==> config.mk <==
export PLATFORM = sky130hd
export DESIGN_NAME = sb_mac16
export DESIGN_NICKNAME = d
export VERILOG_FILES = /design/src/rtl/sb_mac16_pkg.sv /design/src/rtl/sb_mac16_addsub16.sv /design/src/rtl/sb_mac16.sv
export SDC_FILE = /design/constraint.sdc
export NUM_CORES = 1
export LEC_CHECK = 0
export ABC_AREA = 1
export BUFFER_PORTS_ARGS = -buffer_cell sky130_fd_sc_hd__buf_2
export CAP_MARGIN = 20
export CORE_MARGIN = 4
export CORE_UTILIZATION = 45
export CTS_CLUSTER_DIAMETER = 30
export DETAILED_ROUTE_END_ITERATION = 16
export GPL_TIMING_DRIVEN = 0
export PLACE_DENSITY = 0.66
export REMOVE_ABC_BUFFERS = 1
export SLEW_MARGIN = 20
export SYNTH_ARGS = -nofsm -noshare
export SYNTH_HDL_FRONTEND = slang
export SYNTH_HIERARCHICAL = 1
export SYNTH_SLANG_ARGS = --single-unit
==> constraint.sdc <==
create_clock -name CLK -period 2.8 [get_ports CLK]
set_input_delay 0.28 -clock CLK [delete_from_list [all_inputs] [get_ports CLK]]
set_output_delay 0.28 -clock CLK [all_outputs]
set_load 0.01 [all_outputs]
==> src/rtl/sb_mac16_pkg.sv <==
// Shared encodings and multiplier helpers for the sb_mac16 DSP slice model.
package sb_mac16_pkg;

  // Output half source select
  localparam logic [1:0] OSEL_ADDER = 2'd0;
  localparam logic [1:0] OSEL_ACCUM = 2'd1;
  localparam logic [1:0] OSEL_MUL8  = 2'd2;
  localparam logic [1:0] OSEL_MUL16 = 2'd3;

  // Adder upper operand select
  localparam logic UPPER_ACCUM = 1'b0;
  localparam logic UPPER_CD    = 1'b1;

  // Adder lower operand select
  localparam logic [1:0] LOWER_AB    = 2'd0;
  localparam logic [1:0] LOWER_MUL8  = 2'd1;
  localparam logic [1:0] LOWER_MUL16 = 2'd2;
  localparam logic [1:0] LOWER_SEXT  = 2'd3;

  // Carry-in select; on the top adder both 2 and 3 take the bottom carry-out
  localparam logic [1:0] CSEL_ZERO    = 2'd0;
  localparam logic [1:0] CSEL_ONE     = 2'd1;
  localparam logic [1:0] CSEL_ACCUMCI = 2'd2;
  localparam logic [1:0] CSEL_CI      = 2'd3;

  localparam int NUM_OPS      = 4;
  localparam int NUM_PARTIALS = 4;

  function automatic logic [31:0] ext8(input logic [7:0] v, input logic is_signed);
    ext8 = is_signed ? {{24{v[7]}}, v} : {24'd0, v};
  endfunction

  // Low 32 bits of the product of two extended bytes are exact for either signedness.
  function automatic logic [31:0] mul8x8(input logic [7:0] a, input logic [7:0] b,
                                         input logic a_signed, input logic b_signed);
    mul8x8 = ext8(a, a_signed) * ext8(b, b_signed);
  endfunction

endpackage

==> src/rtl/sb_mac16_addsub16.sv <==
// One 16-bit add/subtract unit with carry chain and its accumulator register.
module mac16_addsub16
  import sb_mac16_pkg::*;
#(
  parameter logic UPPER_INPUT = UPPER_ACCUM
) (
  input  logic        clk,
  input  logic        srst,
  input  logic        ce,
  input  logic        hold,
  input  logic        load,
  input  logic        sub,
  input  logic [15:0] cd,
  input  logic [15:0] x,
  input  logic        ci,
  output logic [15:0] z,
  output logic [15:0] q,
  output logic        cout
);

  logic [15:0] q_reg;
  logic [15:0] q_next;
  logic [15:0] u;
  logic [16:0] sum;

  assign u = (UPPER_INPUT == UPPER_CD) ? cd : q_reg;

  // In subtract mode bit 16 of the wrapped difference is the borrow.
  always_comb begin
    if (sub) begin
      sum = {1'b0, u} - {1'b0, x} - {16'd0, ci};
    end else begin
      sum = {1'b0, u} + {1'b0, x} + {16'd0, ci};
    end
  end

  assign z    = sum[15:0];
  assign cout = sum[16];

  always_comb begin
    q_next = q_reg;
    if (ce && !hold) begin
      q_next = load ? cd : sum[15:0];
    end
  end

  always_ff @(posedge clk) begin
    if (srst) begin
      q_reg <= '0;
    end else begin
      q_reg <= q_next;
    end
  end

  assign q = q_reg;

endmodule

==> src/rtl/sb_mac16.sv <==
// iCE40 SB_MAC16 behavioural model: operand registers, 8x8/16x16 multipliers,
// two cascaded add/sub/accumulate halves, 32-bit output.
module sb_mac16
  import sb_mac16_pkg::*;
#(
  parameter logic       A_REG                    = 1'b0,
  parameter logic       B_REG                    = 1'b0,
  parameter logic       C_REG                    = 1'b0,
  parameter logic       D_REG                    = 1'b0,
  parameter logic       TOP_8x8_MULT_REG         = 1'b0,
  parameter logic       BOT_8x8_MULT_REG         = 1'b0,
  parameter logic       PIPELINE_16x16_MULT_REG1 = 1'b0,
  parameter logic       PIPELINE_16x16_MULT_REG2 = 1'b0,
  parameter logic [1:0] TOPOUTPUT_SELECT         = 2'd0,
  parameter logic [1:0] BOTOUTPUT_SELECT         = 2'd0,
  parameter logic       TOPADDSUB_UPPERINPUT     = 1'b0,
  parameter logic       BOTADDSUB_UPPERINPUT     = 1'b0,
  parameter logic [1:0] TOPADDSUB_LOWERINPUT     = 2'd0,
  parameter logic [1:0] BOTADDSUB_LOWERINPUT     = 2'd0,
  parameter logic [1:0] TOPADDSUB_CARRYSELECT    = 2'd0,
  parameter logic [1:0] BOTADDSUB_CARRYSELECT    = 2'd0,
  parameter logic       MODE_8x8                 = 1'b0,
  parameter logic       A_SIGNED                 = 1'b0,
  parameter logic       B_SIGNED                 = 1'b0
) (
  input  logic        CLK,
  input  logic        IRSTTOP,
  input  logic        IRSTBOT,
  input  logic        ORSTTOP,
  input  logic        ORSTBOT,
  input  logic        CE,
  input  logic [15:0] A,
  input  logic [15:0] B,
  input  logic [15:0] C,
  input  logic [15:0] D,
  input  logic        AHOLD,
  input  logic        BHOLD,
  input  logic        CHOLD,
  input  logic        DHOLD,
  input  logic        OHOLDTOP,
  input  logic        OHOLDBOT,
  input  logic        OLOADTOP,
  input  logic        OLOADBOT,
  input  logic        ADDSUBTOP,
  input  logic        ADDSUBBOT,
  input  logic        CI,
  input  logic        ACCUMCI,
  input  logic        SIGNEXTIN,
  output logic [31:0] O,
  output logic        CO,
  output logic        ACCUMCO,
  output logic        SIGNEXTOUT
);

  genvar gi;

  // Operand index order: 0=A, 1=B, 2=C, 3=D
  localparam logic [NUM_OPS-1:0] OP_REG = {D_REG, C_REG, B_REG, A_REG};

  logic [15:0]        op_raw [NUM_OPS];
  logic [15:0]        op_eff [NUM_OPS];
  logic [NUM_OPS-1:0] op_hold;
  logic [NUM_OPS-1:0] op_rst;

  assign op_raw[0] = A;
  assign op_raw[1] = B;
  assign op_raw[2] = C;
  assign op_raw[3] = D;
  assign op_hold   = {DHOLD, CHOLD, BHOLD, AHOLD};
  assign op_rst    = {IRSTBOT, IRSTTOP, IRSTBOT, IRSTTOP};

  generate
    for (gi = 0; gi < NUM_OPS; gi++) begin : g_op
      logic [15:0] op_reg;

      always_ff @(posedge CLK) begin
        if (op_rst[gi]) begin
          op_reg <= '0;
        end else if (CE && !op_hold[gi]) begin
          op_reg <= op_raw[gi];
        end
      end

      assign op_eff[gi] = OP_REG[gi] ? op_reg : op_raw[gi];
    end
  endgenerate

  // Partial index {a_hi, b_hi}: 3=hi*hi (F), 2=hi*lo, 1=lo*hi, 0=lo*lo (G).
  // Only high bytes carry the operand sign, so lo*lo is always unsigned.
  logic [31:0] pp_comb [NUM_PARTIALS];
  logic [31:0] pp_eff  [NUM_PARTIALS];

  generate
    for (gi = 0; gi < NUM_PARTIALS; gi++) begin : g_pp
      localparam logic A_HI = (gi >= 2);
      localparam logic B_HI = ((gi % 2) == 1);

      logic [7:0]  a_byte;
      logic [7:0]  b_byte;
      logic [31:0] pp_reg;

      assign a_byte      = A_HI ? op_eff[0][15:8] : op_eff[0][7:0];
      assign b_byte      = B_HI ? op_eff[1][15:8] : op_eff[1][7:0];
      assign pp_comb[gi] = mul8x8(a_byte, b_byte, A_HI && A_SIGNED, B_HI && B_SIGNED);

      always_ff @(posedge CLK) begin
        if (IRSTTOP) begin
          pp_reg <= '0;
        end else if (CE) begin
          pp_reg <= pp_comb[gi];
        end
      end

      assign pp_eff[gi] = PIPELINE_16x16_MULT_REG1 ? pp_reg : pp_comb[gi];
    end
  endgenerate

  logic [15:0] f_reg;
  logic [15:0] g_reg;
  logic [31:0] h_reg;
  logic [15:0] f_eff;
  logic [15:0] g_eff;
  logic [31:0] h_comb;
  logic [31:0] h_eff;

  assign h_comb = (pp_eff[3] << 16) + (pp_eff[2] << 8) + (pp_eff[1] << 8) + pp_eff[0];

  always_ff @(posedge CLK) begin
    if (IRSTTOP) begin
      f_reg <= '0;
    end else if (CE) begin
      f_reg <= pp_comb[3][15:0];
    end
  end

  always_ff @(posedge CLK) begin
    if (IRSTBOT) begin
      g_reg <= '0;
      h_reg <= '0;
    end else if (CE) begin
      g_reg <= pp_comb[0][15:0];
      h_reg <= h_comb;
    end
  end

  assign f_eff = TOP_8x8_MULT_REG ? f_reg : pp_comb[3][15:0];
  assign g_eff = BOT_8x8_MULT_REG ? g_reg : pp_comb[0][15:0];
  assign h_eff = MODE_8x8 ? 32'd0 : (PIPELINE_16x16_MULT_REG2 ? h_reg : h_comb);

  logic [15:0] x_bot;
  logic [15:0] x_top;
  logic        ci_bot;
  logic        ci_top;
  logic [15:0] z_bot;
  logic [15:0] z_top;
  logic [15:0] q_bot;
  logic [15:0] q_top;
  logic        cout_bot;
  logic        cout_top;

  always_comb begin
    x_bot = op_eff[1];
    case (BOTADDSUB_LOWERINPUT)
      LOWER_AB:    x_bot = op_eff[1];
      LOWER_MUL8:  x_bot = g_eff;
      LOWER_MUL16: x_bot = h_eff[15:0];
      LOWER_SEXT:  x_bot = {16{SIGNEXTIN}};
      default:     x_bot = op_eff[1];
    endcase
  end

  always_comb begin
    x_top = op_eff[0];
    case (TOPADDSUB_LOWERINPUT)
      LOWER_AB:    x_top = op_eff[0];
      LOWER_MUL8:  x_top = f_eff;
      LOWER_MUL16: x_top = h_eff[31:16];
      LOWER_SEXT:  x_top = {16{x_bot[15]}};
      default:     x_top = op_eff[0];
    endcase
  end

  always_comb begin
    ci_bot = 1'b0;
    case (BOTADDSUB_CARRYSELECT)
      CSEL_ZERO:    ci_bot = 1'b0;
      CSEL_ONE:     ci_bot = 1'b1;
      CSEL_ACCUMCI: ci_bot = ACCUMCI;
      CSEL_CI:      ci_bot = CI;
      default:      ci_bot = 1'b0;
    endcase
  end

  always_comb begin
    ci_top = 1'b0;
    case (TOPADDSUB_CARRYSELECT)
      CSEL_ZERO: ci_top = 1'b0;
      CSEL_ONE:  ci_top = 1'b1;
      default:   ci_top = cout_bot;
    endcase
  end

  mac16_addsub16 #(
    .UPPER_INPUT(BOTADDSUB_UPPERINPUT)
  ) u_bot (
    .clk  (CLK),
    .srst (ORSTBOT),
    .ce   (CE),
    .hold (OHOLDBOT),
    .load (OLOADBOT),
    .sub  (ADDSUBBOT),
    .cd   (op_eff[3]),
    .x    (x_bot),
    .ci   (ci_bot),
    .z    (z_bot),
    .q    (q_bot),
    .cout (cout_bot)
  );

  mac16_addsub16 #(
    .UPPER_INPUT(TOPADDSUB_UPPERINPUT)
  ) u_top (
    .clk  (CLK),
    .srst (ORSTTOP),
    .ce   (CE),
    .hold (OHOLDTOP),
    .load (OLOADTOP),
    .sub  (ADDSUBTOP),
    .cd   (op_eff[2]),
    .x    (x_top),
    .ci   (ci_top),
    .z    (z_top),
    .q    (q_top),
    .cout (cout_top)
  );

  logic [15:0] o_top;
  logic [15:0] o_bot;

  always_comb begin
    o_top = z_top;
    case (TOPOUTPUT_SELECT)
      OSEL_ADDER: o_top = z_top;
      OSEL_ACCUM: o_top = q_top;
      OSEL_MUL8:  o_top = f_eff;
      OSEL_MUL16: o_top = h_eff[31:16];
      default:    o_top = z_top;
    endcase
  end

  always_comb begin
    o_bot = z_bot;
    case (BOTOUTPUT_SELECT)
      OSEL_ADDER: o_bot = z_bot;
      OSEL_ACCUM: o_bot = q_bot;
      OSEL_MUL8:  o_bot = g_eff;
      OSEL_MUL16: o_bot = h_eff[15:0];
      default:    o_bot = z_bot;
    endcase
  end

  assign O          = {o_top, o_bot};
  assign CO         = cout_top;
  assign ACCUMCO    = cout_top;
  assign SIGNEXTOUT = x_top[15];

endmodule

==> results.py <==
metrics = {
    "run_status": {
        "outcome": "completed",
    },
    "clock_network": {
        "clock_sinks": 32,
        "clk_pin_slew_ns": 0.06,
        "clk_path_buf_depth": 2,
        "clk_latency_ns": 0.28,
        "cts_root_buffer": "clkbuf_16",
        "cts_buffers": 5,
        "cts_tree": "done",
        "cts_max_level": 2,
    },
    "global_route": {
        "grt_max_degree": 32,
        "grt_pass1_wl_um": 29100,
        "grt_pass1_vias": 6318,
        "antenna_found_initial": 0,
        "grt_overflow": 0,
        "grt_use_total": 0.218,
    },
    "critical_path": {
        "ff2ff_setup_slack_ns": 0.48,
        "worstSetupStartpointType": "flip-flop",
        "worst-path-max-fanout": 3,
        "worstPathRequired_ns": 2.52,
        "end_kind": "primary output",
        "worstSetupPathType": "flip-flop to primary output",
        "worstPathArrival_ns": 2.41,
    },
    "floorplan": {
        "start_util": 0.465,
        "dieArea_um2": 15900,
        "coreArea_um2": 13500,
        "io_pins": 118,
        "die_x_um": 126,
        "die_y_um": 126,
        "rows": 42,
    },
    "sta": {
        "slew_violations": 0,
        "slew_headroom": 0.305,
        "min_period_ns": 2.69,
        "setup_tns_ns": 0,
        "grt_setup_unrepaired": "true",
        "hold_slack_ns": 0.286,
        "hold_viol": 0,
        "max_clock_freq_ghz": 0.371,
        "worst_pin_slew_ns": 1.04,
        "min_period_over_period": 0.962,
        "setup_viol": 0,
        "fin_skew_ns": 0.00516,
    },
    "yosys": {
        "syn_avg_cell_area_um2": 5.72,
        "postSynthCellCount": 1094,
        "ys_warn_count": 6,
        "syn_area_um2": 6260,
    },
    "routing": {
        "drc": 0,
        "drtPass1Iterations": 5,
        "avgViaCountPerCell": 4.96,
        "vias": 6793,
        "wl_um": 18200,
        "wl_per_cell_um": 13.3,
        "ant_nets": 0,
        "drt_iter0_drc": 322,
    },
    "placed_design": {
        "io_buffers": 108,
        "dp.cells": 1357,
        "dpl.hpwl_um": 14400,
        "place_congestion": 0.893,
    },
    "final_layout": {
        "nets": 1373,
        "syn_to_final_growth_pct": 21.9,
        "drive_gt1_frac": 0.230,
        "multi_input_area_um2": 5170,
        "layout.area.seq_um2": 651,
        "fin_util": 0.567,
        "nFillCells": 1442,
        "antenna_cells": 0,
        "layout.cells.non_filler": 1370,
    },
    "pwr": {
        "power_leakage_nw": 4.15,
        "power_density_nw_per_um2": 410,
        "ir_worst_vdd_v": 0.000231,
    },
    "worst_hold_path": {
        "min_path_type": "primary input to flip-flop",
    },
    "job": {
        "drv_cap": 0,
    },
}
## per-stage QoR
step	instance area (µm²)	setup slack (ns)	power, W
floorplan	6130	0.423	0.00171
global placement	6890	0.119	0.00218
detailed placement	6890	0.106	0.00220
CTS	7160	0.0124	0.00294
global route	7630	-0.0252	0.00341
finish	7630	0.107	0.00313
## what timing repair did
action / CTS / global route
gates resized for setup: 13 / 87
endpoints found under the setup margin: 4 / 21
buffers inserted: 0 / 5
pin swaps: 0 / 8
gates cloned: 0 / 0
hold buffers: 0 / 0
endpoints found under the hold margin: 0 / 0
## power by group
group	leakage (nW)	switching, W	internal [W]
Sequential	0.266	0.0000252	0.000488
Clock	0.0901	0.000221	0.000469
Combinational	3.79	0.00118	0.000751
Total	4.15	0.00142	0.00171
## final cells by class
cell class | count | area share
multi-input combinational | 823 | 0.678
inverter | 218 | 0.107
sequential | 32 | 0.0853
timing repair buffer | 113 | 0.0766
tap | 176 | 0.0289
clock buffer | 7 | 0.0200
clock inverter | 1 | 0.00394
## worst max-delay path, stage by stage, from the launching register on
cell	delay, ns
dfxtp_2	0.34
inv_2	0.05
fa_2	0.35
fa_2	0.35
nand2_1	0.08
nand2_1	0.08
nand2_2	0.10
nand2_2	0.08
nand2_4	0.08
nand3b_1	0.07
o211ai_1	0.12
xnor2_1	0.14
nand2_1	0.08
o21ai_2	0.08
buf_2	0.14
## cells in the final DEF, fill, tap and decap left out, types with 3 or more instances in the layout
cell and instances:
inv_1 190, nor2_2 5, buf_2 107, and2_1 6, o21bai_1 7, ha_4 29
o21ai_1 8, nand3_1 73, nand2_4 5, nand3_2 9, nand4_1 7, inv_2 28
nand2_1 319, dfxtp_2 8, nor3_2 4, buf_4 5, o21ai_0 22, clkbuf_16 5
ha_2 5, nor2_1 108, xnor2_1 3, a21oi_2 18, conb_1 4, nand2_2 26
a221oi_1 7, nand3b_1 8, o21ai_2 6, nor2_4 3, xor2_1 7, a21oi_1 59
fa_1 6, dfxtp_1 24, ha_1 55
## final timing paths
check,start,to,cells after the start
setup / recovery,u_top/q[0],CO,14
hold / removal,OHOLDTOP,u_top/q[3],4
setup reg to reg,u_top/q[0],u_top/q[5],12
hold reg to reg,u_top/q[12],u_top/q[12],2
## layer usage
metal  routed length, µm  part of all wire  up-vias  GRT usage
met5                   0                 0        -          0
met4                 210             0.012        0     0.0492
met3                 509             0.028       17     0.0199
met2                9500              0.52      125      0.413
met1                8020              0.44     3073      0.266
li1                    -                 -     3578          -
No activity file was read; power rests on OpenSTA's default activity.
